File: src/rtl/fetch_pkg.sv
// rtl/fetch_pkg.sv - ctrbus field indices, no-op encoding and FSM state type for the fetch stage
package fetch_pkg;

  localparam int CTRBUS_W     = 35;
  localparam int CTRBUS_VALID = 34;
  localparam int CTRBUS_BRCH  = 33;
  localparam int CTRBUS_KILL  = 32;

  localparam logic [31:0] INST_NOP = 32'h0;

  typedef enum logic {
    BOOT = 1'b0,
    RUN  = 1'b1
  } fetch_state_t;

  // Saturating 32-bit add used by the optional event counters
  function automatic logic [31:0] sat_add32(input logic [31:0] a, input logic [31:0] b);
    logic [32:0] s;
    s = {1'b0, a} + {1'b0, b};
    return s[32] ? 32'hFFFF_FFFF : s[31:0];
  endfunction

endpackage

File: src/rtl/fetch_fifo.sv
// rtl/fetch_fifo.sv - instruction buffer FIFO; flush wins over push/pop in the same cycle
module fetch_fifo #(
  parameter int DEPTH = 4,
  parameter int WIDTH = 32
) (
  input  logic                     clk,
  input  logic                     reset,
  input  logic                     push,
  input  logic [WIDTH-1:0]         push_data,
  input  logic                     pop,
  input  logic                     flush,
  output logic [WIDTH-1:0]         head,
  output logic [$clog2(DEPTH):0]   count,
  output logic                     empty,
  output logic                     full
);

  localparam int AW = $clog2(DEPTH);
  localparam int CW = AW + 1;

  logic [WIDTH-1:0] mem_q [DEPTH];
  logic [AW-1:0]    rd_ptr_q, rd_ptr_d;
  logic [AW-1:0]    wr_ptr_q, wr_ptr_d;
  logic [CW-1:0]    count_q, count_d;
  logic             do_push, do_pop;

  // Pointer/count update; pointers wrap naturally because DEPTH is a power of two
  always_comb begin
    do_push  = push & ~flush & ~full;
    do_pop   = pop & ~flush & ~empty;
    rd_ptr_d = rd_ptr_q;
    wr_ptr_d = wr_ptr_q;
    count_d  = count_q;
    if (flush) begin
      rd_ptr_d = '0;
      wr_ptr_d = '0;
      count_d  = '0;
    end else begin
      if (do_push) wr_ptr_d = wr_ptr_q + AW'(1);
      if (do_pop)  rd_ptr_d = rd_ptr_q + AW'(1);
      count_d = count_q + CW'(do_push) - CW'(do_pop);
    end
  end

  // Control state registers
  always_ff @(posedge clk or negedge reset) begin
    if (!reset) begin
      rd_ptr_q <= '0;
      wr_ptr_q <= '0;
      count_q  <= '0;
    end else begin
      rd_ptr_q <= rd_ptr_d;
      wr_ptr_q <= wr_ptr_d;
      count_q  <= count_d;
    end
  end

  // Storage array; contents are don't-care until written so it carries no reset
  always_ff @(posedge clk) begin
    if (do_push) mem_q[wr_ptr_q] <= push_data;
  end

  assign head  = mem_q[rd_ptr_q];
  assign count = count_q;
  assign empty = (count_q == '0);
  assign full  = (count_q == CW'(DEPTH));

endmodule

File: src/rtl/fetch_stage.sv
// rtl/fetch_stage.sv - instruction fetch stage with credit-limited imem requests; FETCH_PERF_EN adds event counters
module fetch_stage import fetch_pkg::*; #(
  parameter int          FIFO_DEPTH      = 4,
  parameter int          MAX_OUTSTANDING = 2,
  parameter logic [31:0] RESET_PC        = 32'h0,
  parameter logic [31:0] PC_INC          = 32'd1
) (
  input  logic                 clk,
  input  logic                 reset,
  input  logic [CTRBUS_W-1:0]  ctrbus,
  output logic [31:0]          inst,
  output logic                 inst_valid,
  output logic                 imem_req,
  output logic [31:0]          imem_addr,
  input  logic                 imem_gnt,
  input  logic                 imem_rvalid,
  input  logic [31:0]          imem_rdata
`ifdef FETCH_PERF_EN
  ,
  output logic [31:0]          perf_fetched,
  output logic [31:0]          perf_dropped
`endif
);

  localparam int CW = $clog2(FIFO_DEPTH) + 1;
  localparam int OW = CW + 1;

  fetch_state_t  state_q, state_d;
  logic [31:0]   pc_q, pc_d;
  logic [CW-1:0] outstanding_q, outstanding_d;
  logic [CW-1:0] drop_cnt_q, drop_cnt_d;

  logic [31:0]   fifo_head;
  logic [CW-1:0] fifo_count;
  logic          fifo_empty, fifo_full;
  logic [OW-1:0] occupancy;
  logic          redirect, req, accept, rsp, discard, push, pop;

  // Kill always accompanies brch, so it carries no extra meaning here
  logic unused_kill;
  assign unused_kill = ctrbus[CTRBUS_KILL];

  // BOOT spends exactly one clock after reset release before fetching starts
  always_comb begin
    state_d = state_q;
    case (state_q)
      BOOT:    state_d = RUN;
      RUN:     state_d = RUN;
      default: state_d = BOOT;
    endcase
  end

  // Request credit, response accounting and redirect handling
  always_comb begin
    redirect  = ctrbus[CTRBUS_VALID] & ctrbus[CTRBUS_BRCH];
    occupancy = {1'b0, outstanding_q} + {1'b0, fifo_count};
    // Reserving a slot per in-flight request guarantees every kept response can be pushed
    req       = (state_q == RUN) & ~redirect
              & (outstanding_q < CW'(MAX_OUTSTANDING))
              & (occupancy < OW'(FIFO_DEPTH));
    accept    = req & imem_gnt;
    rsp       = imem_rvalid & (outstanding_q != '0);
    discard   = rsp & (redirect | (drop_cnt_q != '0));
    push      = rsp & ~discard & ~fifo_full;
    pop       = ctrbus[CTRBUS_VALID] & ~fifo_empty & ~redirect;

    pc_d = pc_q;
    if (redirect)    pc_d = ctrbus[31:0];
    else if (accept) pc_d = pc_q + PC_INC;

    outstanding_d = outstanding_q + CW'(accept) - CW'(rsp);

    // On redirect every response still in flight belongs to the old path
    drop_cnt_d = drop_cnt_q;
    if (redirect)                       drop_cnt_d = outstanding_q - CW'(rsp);
    else if (rsp && drop_cnt_q != '0)   drop_cnt_d = drop_cnt_q - CW'(1);
  end

  // Fetch state registers
  always_ff @(posedge clk or negedge reset) begin
    if (!reset) begin
      state_q       <= BOOT;
      pc_q          <= RESET_PC;
      outstanding_q <= '0;
      drop_cnt_q    <= '0;
    end else begin
      state_q       <= state_d;
      pc_q          <= pc_d;
      outstanding_q <= outstanding_d;
      drop_cnt_q    <= drop_cnt_d;
    end
  end

  fetch_fifo #(
    .DEPTH (FIFO_DEPTH),
    .WIDTH (32)
  ) u_fifo (
    .clk       (clk),
    .reset     (reset),
    .push      (push),
    .push_data (imem_rdata),
    .pop       (pop),
    .flush     (redirect),
    .head      (fifo_head),
    .count     (fifo_count),
    .empty     (fifo_empty),
    .full      (fifo_full)
  );

  assign inst_valid = ~fifo_empty;
  assign inst       = fifo_empty ? INST_NOP : fifo_head;
  assign imem_req   = req;
  assign imem_addr  = pc_q;

`ifdef FETCH_PERF_EN
  logic [31:0] perf_fetched_q, perf_fetched_d;
  logic [31:0] perf_dropped_q, perf_dropped_d;

  // Dropped covers stale responses plus valid entries thrown away by a flush
  always_comb begin
    perf_fetched_d = sat_add32(perf_fetched_q, {31'd0, push});
    perf_dropped_d = sat_add32(perf_dropped_q,
                               {31'd0, discard} + (redirect ? 32'(fifo_count) : 32'd0));
  end

  // Event counter registers
  always_ff @(posedge clk or negedge reset) begin
    if (!reset) begin
      perf_fetched_q <= '0;
      perf_dropped_q <= '0;
    end else begin
      perf_fetched_q <= perf_fetched_d;
      perf_dropped_q <= perf_dropped_d;
    end
  end

  assign perf_fetched = perf_fetched_q;
  assign perf_dropped = perf_dropped_q;
`endif

endmodule

File: config.mk
export PLATFORM = sky130hd
export DESIGN_NAME = fetch_stage
export DESIGN_NICKNAME = d
export VERILOG_FILES = /design/src/rtl/fetch_pkg.sv /design/src/rtl/fetch_fifo.sv /design/src/rtl/fetch_stage.sv
export SDC_FILE = /design/constraint.sdc
export NUM_CORES = 1
export LEC_CHECK = 0
export CORE_MARGIN = 2
export CORE_UTILIZATION = 35
export CTS_CLUSTER_SIZE = 28
export DETAILED_ROUTE_END_ITERATION = 7
export DONT_BUFFER_PORTS = 1
export SETUP_SLACK_MARGIN = 0.05
export SYNTH_ARGS = -nofsm -noshare
export SYNTH_HDL_FRONTEND = slang
export SYNTH_SLANG_ARGS = --single-unit
File: constraint.sdc
create_clock -name clk -period 4.1 [get_ports clk]
set_clock_uncertainty 0.1 [all_clocks]
set_input_delay 0.41 -clock clk [delete_from_list [all_inputs] [get_ports clk]]
set_output_delay 0.41 -clock clk [all_outputs]
set_load 0.05 [all_outputs]
==> impl_summary.md <==
Finish
Across the whole layout, storage elements account for 0.00500 sq mm. The post-synthesis to final-layout area growth is 18.5%. The finished layout holds 857 standard cells, fillers aside. After the last flow step, the layout net total stands at 659. The antenna diode instance count is 0. Of the cells placed in the final design, the portion with a size suffix greater than 1 is 14.4%. The filler cells instantiated in the layout total 1949.

The area taken by multi-input logic gates is 0.00245 sq mm.

Synthesis
Summing the areas of all compound-gate instances in the mapped netlist gives 4.14% of the synthesized area. The warning count from the yosys run is 0. After technology mapping, the gate count stands at 521.

The XOR/XNOR share of the synthesized area is 3.22%. The async set-or-reset flop fraction in the synthesized netlist is 26.4%. The total of flip-flops plus latches after synthesis is 174. Synthesis produced a netlist with a net count of 610. For this run, the leading register cell type out of synthesis is edfxtp_1. After synthesis, flip-flops and latches occupy 65.6% of the total area.

The mux share of post-synthesis cell area is 9.72%. The number of enable flip-flop cells after synthesis is 128. The fraction of the mapped netlist area in adder cells is 3.15%. The simple-gate share of the synthesized area is 11.8%. Summing every instance area after synthesis gives 0.00762 sq mm. In this run the mean area of a mapped cell was 14.6 sq um. By area the synthesized netlist is led by edfxtp_1 (50%), dfrtp_1 (15%), mux4_2 (9.5%).

Counting instances in the post-synthesis netlist gives the leading cell types as edfxtp_1 (128), dfrtp_1 (46), nand2_1 (41). The number of distinct library cells after synthesis is 42. The synthesized design devotes to its leading area cell type 50.5% of total area. The dominant cell type by area after synthesis is edfxtp_1. The most numerous cell in the Yosys netlist is edfxtp_1.

By area, the combinational part of the netlist is dominated by simple AND/OR/NAND/NOR gates.

Floorplan
The floorplan has 53 rows. The floorplan die area is 0.0230 sq mm. The die extent in y is 152 um. For this configuration, the core starts out at a cell density of 35.9%.

In this run the standard cell core region covers 0.0212 sq mm. The number of placed I/O pins is 137. The floorplan step set the die width to 152 um.

GRT
The first global-routing pass estimated 25300 um of wire. Entering global routing, the biggest net connects 52 pins. Across every metal layer, demand over resource in global routing totals 14.6%. The number of antenna violations at the first check in global routing came to 0. Global routing finished with a remaining overflow of 0.

The via count of the first global-routing pass is 4747.

Drt
In the routed design, unresolved DRC markers number 0. The detailed router's first-iteration violation count is 142. The total length of routed wires is 16200 um. The detail route stage leaves a number of antenna-violating nets equal to 0. For this block, the via count after detailed routing is 4444. In the routed layout, each cell is associated on average with a via count of 5.19. Before antenna repair, the detailed router went through 5 iterations. The detail-routed net length per standard cell is 18.9 um.

Timing
In the final timing run, aggregate negative setup slack is 0 ps. Measured against its own limit, the worst slew margin works out to 38.6%. The pin slew with the least headroom to its limit is 922 ps. The max-slew violation count is 0. The fraction of the cycle the final worst path needs is 71.8%. Setup repair after global routing left no endpoint under its margin. The peak clock frequency supported by timing is 340 MHz. Counting I/O delays and the setup requirement, the final critical path takes 2940 ps.

The number of endpoints with negative hold slack in the final report is 0. Setup violations remaining at the end of the flow were counted as 0.

Critical path
The worst setup path is launched from a register. The endpoint kind of the worst setup timing path is a register. The worst setup path is of the register to register kind. Data on the critical path arrives at its endpoint at 3150 ps. The launch instance of the worst register-to-register path is u_fifo.count[1]. For the worst setup path, the data required time is 4310 ps. In this run the worst path has a maximum fanout of 5. In this run the worst setup path begins at u_fifo.count[1]. The worst register-to-register path has a depth of 9.

Clocking
The maximum clock path buffer count is 2. The maximum level of the CTS H-tree is 4. Clock tree synthesis inserted a total of 17 buffers. For the worst-skew pair, the clock arrives at the later sink with an insertion delay of 420 ps. The clock-pin slew on the worst setup and hold paths is 70 ps. The CTS tree is yes.

Counting every sink on the clock net gives 174. The buffer type at the clock tree root is clkbuf_16.

Placed design
The number of I/O port buffers is 0. The instance count after placement with tap cells included is 778. The wire-length estimate of the detail-placed layout is 10300 um. The final RePlAce weighted congestion is 0.767.

Worst hold path
The tightest min-delay check is of the primary input to register type. The worst hold path passes through 2 cells. The origin of the worst min-delay path is ctrbus[14].

Flow run
The reported max-cap violation count is 0.

Power
The worst-case vdd ir drop is 0.000263 V. In this run the power density over the cells is 671 mW/mm^2. The sum of internal, switching and leakage power is 6.05 mW. In this run the static leakage power is 3.03 nW.

Run status
The flow ran to the end, and the final reports show no timing, DRC or antenna violations.
report_power, final:
| part | leakage (nW) | switching, mW | total, mW | internal, mW |
|---|---|---|---|---|
| sequential | 1.71 | 0.397 | 2.44 | 2.04 |
| combinational | 1.04 | 1.36 | 1.98 | 0.619 |
| clock | 0.289 | 0.717 | 1.64 | 0.920 |
cell families (layout without fill, tap and decap cells):
group                    after synthesis  in the layout
XOR/XNOR                              28             28
multiplexers                          34             34
adder cells (fa/ha/maj)               18             18
flip-flops                           174            174
AND/OR/NAND/NOR                      165            165
other                                  1              1
buffers and inverters                 47            108
AO/OA/AOI/OAI                         54             54
worst paths after layout:
kind,endpoint,slack [ps]
hold / removal,imem_addr[14],10
setup / recovery,outstanding_q[2],1160
max in group asynchronous,imem_addr[21],3290
min in group asynchronous,imem_addr[2],370
hold reg to reg,u_fifo.wr_ptr_q[0],460
setup reg to reg,outstanding_q[2],1160
timing repair:
| item | 4_1_cts | 5_1_grt |
|---|---|---|
| endpoints found under the hold margin | 187 | 0 |
| hold buffers | 48 | 0 |
| resized for setup | 0 | 0 |
| setup buffers | 0 | 0 |
sequential cells by signal, summed over array words and instances (netlist names):
| signal | count |
|---|---|
| u_fifo.mem_q | 128 |
| imem_addr | 32 |
| u_fifo.wr_ptr_q | 2 |
| drop_cnt_q | 3 |
| outstanding_q | 3 |
| state_q | 1 |
| u_fifo.rd_ptr_q | 2 |
| u_fifo.count | 3 |
area by class of cell:
cell class | instances | share of cell area, %
inverters | 20 | 0.832
clock inverters | 14 | 1.87
flip-flops and latches | 174 | 55.4
multi-input cells | 300 | 27.1
well taps | 275 | 3.81
clock buffers | 17 | 4.71
repair buffers | 57 | 6.27
layout by cell type (no fill, tap or decap), types with 7 or more instances in the layout:
cell and instances:
ha_1 16, mux4_2 32, o21ai_0 33, and2_1 35, nor2_1 16, nor3_1 10, dfrtp_1 44, nand3_1 11
buf_4 9, xnor2_1 26, nand2_1 41, a31oi_1 8, nor4_1 13, clkbuf_16 17, edfxtp_1 128, inv_1 20
nand4_1 11, dlygate4sd3_1 47, or3_1 7
metrics by stage:
step	area (sq um)	hold slack, ps	setup slack (ps)	util (%)
after global placement	7930	16.0	1230	37.4
final	9020	12.3	1160	42.5
after detailed placement	7930	15.7	1160	37.4
after floorplan	7620	14.4	1140	-
after global routing	9020	1.71	963	42.5
after CTS	9020	0.0243	1060	42.5
worst max-delay path, stage by stage, from the launching register on:
cell	delay [ps]
dfrtp_1	460
ha_1	300
nand3_1	80
nand3_1	110
or4b_2	730
ha_1	310
inv_1	40
ha_1	190
fa_1	380
xnor2_1	130
metal layers:
metal | up-vias | global-route usage (%) | part of all wire [%]
li1 | 2065 | - | -
met1 | 2228 | 16.8 | 41
met2 | 142 | 24.9 | 49
met3 | 9 | 6.80 | 9.2
met4 | 0 | 3.61 | 0.77
met5 | - | 0 | 0
Note: power is estimated with default switching activity, not from simulation.
